**src/rtl/elevator_pkg.sv**
```systemverilog
// Shared types and constants for the four-floor elevator controller.
// Holds the FSM state encoding, segment codes and datapath widths.
package elevator_pkg;

    localparam int FLOOR_W = 2;
    localparam int CNT_W   = 4;

    typedef enum logic [1:0] {
        ST_IDLE,
        ST_UP,
        ST_DOWN,
        ST_HALT
    } state_t;

    // Active-high segments, bit order {g,f,e,d,c,b,a}
    localparam logic [6:0] SEG_0 = 7'h3F;
    localparam logic [6:0] SEG_1 = 7'h06;
    localparam logic [6:0] SEG_2 = 7'h5B;
    localparam logic [6:0] SEG_3 = 7'h4F;

    function automatic logic [6:0] seg_decode(
        input logic [FLOOR_W-1:0] f
    );
        logic [6:0] seg;
        case (f)
            2'd0:    seg = SEG_0;
            2'd1:    seg = SEG_1;
            2'd2:    seg = SEG_2;
            default: seg = SEG_3;
        endcase
        return seg;
    endfunction

endpackage

```
**src/rtl/top_clk_div.sv**
```systemverilog
// Step-clock divider: clk_delay toggles every HALF_PERIOD cycles.
// step is high for one cycle right after each 0->1 toggle of clk_delay.
module clk_div #(
    parameter int HALF_PERIOD = 1
) (
    input  logic clk,
    input  logic rst,
    output logic clk_delay,
    output logic step
);

    localparam int CW = (HALF_PERIOD > 1) ? $clog2(HALF_PERIOD) : 1;
    localparam logic [CW-1:0] LAST = CW'(HALF_PERIOD - 1);

    logic [CW-1:0] r_cnt;
    logic          r_clk_delay;
    logic          r_step;
    logic          w_wrap;

    assign w_wrap = (r_cnt == LAST);

    always_ff @(posedge clk or negedge rst) begin
        if (!rst) begin
            r_cnt       <= '0;
            r_clk_delay <= 1'b0;
            r_step      <= 1'b0;
        end else begin
            r_step <= w_wrap && !r_clk_delay;
            if (w_wrap) begin
                r_cnt       <= '0;
                r_clk_delay <= ~r_clk_delay;
            end else begin
                r_cnt <= r_cnt + 1'b1;
            end
        end
    end

    assign clk_delay = r_clk_delay;
    assign step      = r_step;

endmodule

```
**src/rtl/top.sv**
```systemverilog
// Four-floor elevator controller: direction FSM, floor register,
// floor-change counter and 7-segment decode, paced by clk_div steps.
module top
    import elevator_pkg::*;
#(
    parameter int HALF_PERIOD = 1
) (
    input  logic               clk,
    input  logic               rst,
    input  logic               en,
    input  logic               stop,
    input  logic [FLOOR_W-1:0] in,
    output logic               clk_delay,
    output logic [6:0]         floor_display,
    output logic [CNT_W-1:0]   changes_count
);

    state_t             r_state;
    state_t             w_next;
    logic [FLOOR_W-1:0] r_floor;
    logic [CNT_W-1:0]   r_count;
    logic               w_step;
    logic               w_move_ok;

    clk_div #(
        .HALF_PERIOD(HALF_PERIOD)
    ) u_clk_div (
        .clk      (clk),
        .rst      (rst),
        .clk_delay(clk_delay),
        .step     (w_step)
    );

    always_comb begin
        w_next = ST_IDLE;
        if (!en || stop)
            w_next = ST_HALT;
        else if (in > r_floor)
            w_next = ST_UP;
        else if (in < r_floor)
            w_next = ST_DOWN;
        else
            w_next = ST_IDLE;
    end

    // Live en/stop veto the move even if the registered state says go
    assign w_move_ok = w_step && en && !stop;

    always_ff @(posedge clk or negedge rst) begin
        if (!rst) begin
            r_state <= ST_IDLE;
            r_floor <= '0;
            r_count <= '0;
        end else begin
            r_state <= w_next;
            if (w_move_ok) begin
                case (r_state)
                    ST_UP: begin
                        r_floor <= r_floor + 1'b1;
                        r_count <= r_count + 1'b1;
                    end
                    ST_DOWN: begin
                        r_floor <= r_floor - 1'b1;
                        r_count <= r_count + 1'b1;
                    end
                    default: ;
                endcase
            end
        end
    end

    assign floor_display = seg_decode(r_floor);
    assign changes_count = r_count;

endmodule

```
**config.mk**
```make
export PLATFORM = sky130hd
export DESIGN_NAME = top
export DESIGN_NICKNAME = d
export VERILOG_FILES = /design/src/rtl/elevator_pkg.sv /design/src/rtl/top_clk_div.sv /design/src/rtl/top.sv
export SDC_FILE = /design/constraint.sdc
export NUM_CORES = 1
export LEC_CHECK = 0
export CAP_MARGIN = 25
export CORE_AREA = 5 5 42 44
export DETAILED_ROUTE_END_ITERATION = 10
export DIE_AREA = 0 0 47 49
export HOLD_SLACK_MARGIN = 0.02
export PLACE_DENSITY_LB_ADDON = 0.25
export SETUP_SLACK_MARGIN = 0.1
export SYNTH_ARGS = -nofsm -noshare
export SYNTH_HDL_FRONTEND = slang
export SYNTH_SLANG_ARGS = --single-unit
```
**constraint.sdc**
```tcl
create_clock -name clk -period 1.85 [get_ports clk]
set_input_delay 0.555 -clock clk [delete_from_list [all_inputs] [get_ports clk]]
set_output_delay 0.555 -clock clk [all_outputs]
set_load 0.02 [all_outputs]
```
==> results.ini, run 1 <==
[clock_tree]
htreeDepth=1
numCtsBuffers=3
path_clk_slew_ps=60
clk_latency_ps=260
cts_tree=built
cts_buffer_depth=2
numClockSinks=9
cts_root_buffer=clkbuf_4
ctsHoldBuffers=0

[power_and_ir_drop]
netSwitchingPower_uw=571
p_leak_uw=0.000419
p_clk_share_pct=10.5
power.combinational.fraction_pct=65.0
power_uw=1400
ir_worst_vdd_mv=0.713
seqPwrFrac_pct=24.6
power_density_nw_per_um2=1650
swShare_pct=40.9
power.internal_uw=826

[cells_and_area]
final_cell_mix=dfrtp_1 (8), buf_6 (7), buf_4 (6)
area_growth_pct=53.9
final_common_cell=dfrtp_1
finalInstanceArea_um2=847
num_antenna_cells=0
drive_above_1_share_pct=43.1
final_core_util_pct=60.4
fin_nets=88

[detailed_routing]
drc=0
postRouteAntennaNets=0
dr.pass1.iters=4
vias_per_cell=4.52
route.vias.total=398
first_iter_violations=3
wl_per_cell_um=11.8
drt-total-wl_um=1030

[placed_design]
pre_cts_ws_ps=-158
gp_congestion=0.629
dpl_cell_area_um2=742
dp_hpwl_um=692
portBuffers=16

[floorplanning]
die_h_um=49
rows=14
core_area_um2=1400
start_util_pct=39.3
dieArea_um2=2300
io_pins=18
die-width_um=47

[sta]
clock_skew_ps=3.60
rsz0062_at_grt=true
period_needed_ps=1850
setup_ws_ps=1.73
finalSetupViolCount=0
slew_violations=0
finalCritPeriodShare_pct=99.9
finalHoldViolations=0
timing.fmax_mhz=541
whs_ps=427

[critical_path]
end_kind=output port
critPathMaxStageDelay_ps=400
slowest_stage=dfrtp_1
required_ps=1290
path_cells=inv_2, ha_4, or2_4, buf_6
worst-r2r-setup-slack_ps=370
cp.arrival_ps=1290
cp_max_fo=3
rr_worst_depth=4
path_class=reg -> out
worstSetupStartpointType=register

[run_status]
status=complete, no violations

[synthesis]
syn-cell-area_um2=551
synthCells=48
ys_seq_area_share_pct=40.9
yosysUniqueCellTypes=17
syn_area_per_cell_um2=11.5
yosys_warnings=0
ys_ff_latch=9
synth_nets=63

[grt]
grt_pass1_vias=401
gr-total-overflow=0
grt_pass1_wl_um=1590
grt_antenna_before_repair=0
grt_max_degree=10
grt.total_usage_pct=9.67

[hold_path]
whs_path_depth=1
worstHoldPathType=reg -> reg

[run]
cap_violations=0

-- critical path, delay by kind of cell (launching register included) --
family / cells / cell delay [ps]
flops: 1 / 400
simple gates: 1 / 240
buf+inv: 2 / 230
fa+ha+maj: 1 / 170
-- per-stage QoR --
step	cells	TNS, ps
after floorplan	48	0
after global placement	82	-632
after detailed placement	82	-680
after CTS	88	0
after global routing	88	-85.4
final	88	0
-- per-layer routing --
layer	GRT usage (%)	part of all wire, %	vias to the layer above
met5	0	0	-
met4	2.76	0.58	0
met3	6.64	7.4	2
met2	15.4	55	15
met1	9.98	37	185
li1	-	-	196
-- repair_timing --
item | CTS | global route
cloned | 0 | 0
endpoints found under the setup margin | 11 | 6
buffers inserted | 2 | 1
resized for setup | 53 | 6
pin swaps | 0 | 2
-- synthesized netlist by cell type (all sizes together) --
library cell | number | area [µm²]
and2b | 1 | 7.51
and4bb | 1 | 12.5
buf | 3 | 26.3
conb | 1 | 3.75
dfrtp | 9 | 225
ha | 9 | 113
inv | 7 | 26.3
mux2 | 1 | 15.0
nand2 | 4 | 15.0
nand4 | 1 | 21.3
nor2b | 1 | 6.26
o21ai | 3 | 15.0
or2 | 2 | 12.5
xnor2 | 3 | 33.8
xor2 | 2 | 17.5
-- flip-flops by register name (all words and copies together) (netlist names) --
register	flops
r_state	2
changes_count	4
u_clk_div.clk_delay	1
r_floor	2
-- cell families after synthesis --
| logic type | Yosys count | share of synthesized area, % |
|---|---|---|
| AOI/OAI and AO/OA | 3 | 2.73 |
| xor gates and xnor gates | 5 | 9.32 |
| adders and majority gates | 9 | 20.5 |
| buffers and inverters | 10 | 9.55 |
| DFF | 9 | 40.9 |
| muxes | 1 | 2.73 |
| other | 1 | 0.681 |
| and+or+nand+nor | 10 | 13.6 |
-- power groups by stage --
stage	logic (µW)	registers (µW)	clock network (µW)
after floorplan	374	364	0
after global placement	721	331	0
after detailed placement	730	333	0
after CTS	839	332	155
after global routing	983	354	170
final	908	343	146
-- final cells by class --
type,count,area [µm²]
timing repair buffer,23,218
inverter,7,26.3
sequential,9,226
clock buffer,4,26.3
tap,16,20.0
multi-input combinational,29,330
fill,122,554
-- final timing paths --
check | end | from
min reg2reg | u_clk_div.clk_delay | u_clk_div.clk_delay
max reg2reg | changes_count[1] | r_state[0]
min in group asynchronous | changes_count[3] | rst
max | floor_display[4] | r_floor[0]
min | u_clk_div.clk_delay | u_clk_div.clk_delay
max in group asynchronous | r_floor[1] | rst
No activity file was read; power rests on OpenSTA's default activity.
==> inputs of run 2 (changes only) <==
SETUP_SLACK_MARGIN = unset   (was 0.1)
==> results.ini, run 2 (same netlist as run 1, synthesis figures left out) <==
[run_status]
status=complete, no violations

[placed_design]
portBuffers=16
gp_congestion=0.629
dpl.cell_count=82
dp_hpwl_um=692
pre_cts_ws_ps=-158

[floorplanning]
die-width_um=47
dieArea_um2=2300
io_pins=18
core_area_um2=1400
rows=14
die_h_um=49
start_util_pct=39.3

[sta]
finalCritPeriodShare_pct=98.3
whs_ps=438
timing.fmax_mhz=550
slew_violations=0
finalHoldViolations=0
clock_skew_ps=4.80
rsz0062_at_grt=true
setup_ws_ps=32.0
period_needed_ps=1820
setup-tns-final_ps=0
finalSetupViolCount=0

[critical_path]
cp.arrival_ps=1260
cp_max_fo=3
worstSetupStartpointType=register
end_kind=output port
path_class=reg -> out
required_ps=1290

[detailed_routing]
wl_per_cell_um=10.1
postRouteAntennaNets=0
drc=0
first_iter_violations=0
route.vias.total=374
vias_per_cell=4.30
dr.pass1.iters=1
drt-total-wl_um=881

[grt]
grt_pass1_vias=350
grt.total_usage_pct=8.18
grt_pass1_wl_um=1320
gr-total-overflow=0
grt_antenna_before_repair=0
grt_max_degree=10

[cells_and_area]
fillers=123
fin_nets=87
final_cell_mix=dfrtp_1 (8), buf_4 (7), ha_1 (6), clkdlybuf4s50_1 (6)
multi_input_area_um2=305
seq_area_um2=226
layout.cells.non_filler=87
final_common_cell=dfrtp_1
largest_register_ffs=4
num_antenna_cells=0
area_growth_pct=46.4
drive_above_1_share_pct=38.0

[clock_tree]
htreeDepth=1
numClockSinks=9
cts_buffer_depth=2
cts_root_buffer=clkbuf_4
numCtsBuffers=3
ctsHoldBuffers=0
path_clk_slew_ps=60
cts_tree=built
clk_latency_ps=260

[power_and_ir_drop]
power_density_nw_per_um2=1590
ir_worst_vdd_mv=0.638
p_leak_uw=0.000426

[hold_path]
worstHoldPathType=reg -> reg

[run]
cap_violations=0

==> run 2: cell types whose count changed in the layout (fill, tap and decap cells not counted), sizes merged <==
cell / change
dlygate4sd2: -2
buf: -1
clkdlybuf4s50: +1
dlymetal6s2s: +1
==> run 2: power breakdown <==
part           switching (µW)  internal [µW]
clock                    65.7           82.9
sequential               79.0            261
combinational             371            421
total                     516            764
==> run 2: cell type report <==
class,count,share of cell area [%]
Multi-Input combinational cell,29,37.9
Tap cell,16,2.48
Sequential cell,9,28.1
Clock buffer,4,3.26
Timing Repair Buffer,22,25.0
Inverter,7,3.26
==> run 2: worst max-delay path: stages (launching register included) <==
cell and delay, ps:
dfrtp_1 390, inv_2 90, ha_4 160, or2_4 240, buf_6 130
==> run 2: what timing repair did <==
item | CTS | global route
setup endpoints to repair | 9 | 6
pin swaps | 0 | 3
resized for setup | 26 | 22
buffers inserted | 0 | 1
==> run 2: routing by layer <==
layer  part of all wire, %  vias up  GRT usage (%)
li1                      -      193              -
met5                     0        -              0
met2                    53       10           12.2
met3                   7.7        2           6.64
met4                  0.45        0           2.76
met1                    39      169           8.39
==> run 2: worst paths after layout <==
kind | from | to | slack [ps] | depth (start not counted)
max | r_floor[0] | floor_display[4] | 30 | 4
min | u_clk_div.clk_delay | u_clk_div.clk_delay | 440 | 1
max reg2reg | r_state[0] | changes_count[1] | 370 | 4
min reg2reg | u_clk_div.clk_delay | u_clk_div.clk_delay | 440 | 1
max in group asynchronous | rst | r_floor[1] | 980 | 1
min in group asynchronous | rst | changes_count[3] | 580 | 1
==> run 2: through the flow <==
stage	utilization (%)	power, µW	instance area, µm²
2_1_floorplan	-	738	551
3_5_place_dp	52.9	1060	742
5_1_grt	57.5	1400	806
3_3_place_gp	52.9	1050	742
6_report	57.5	1280	806
4_1_cts	52.9	1120	741
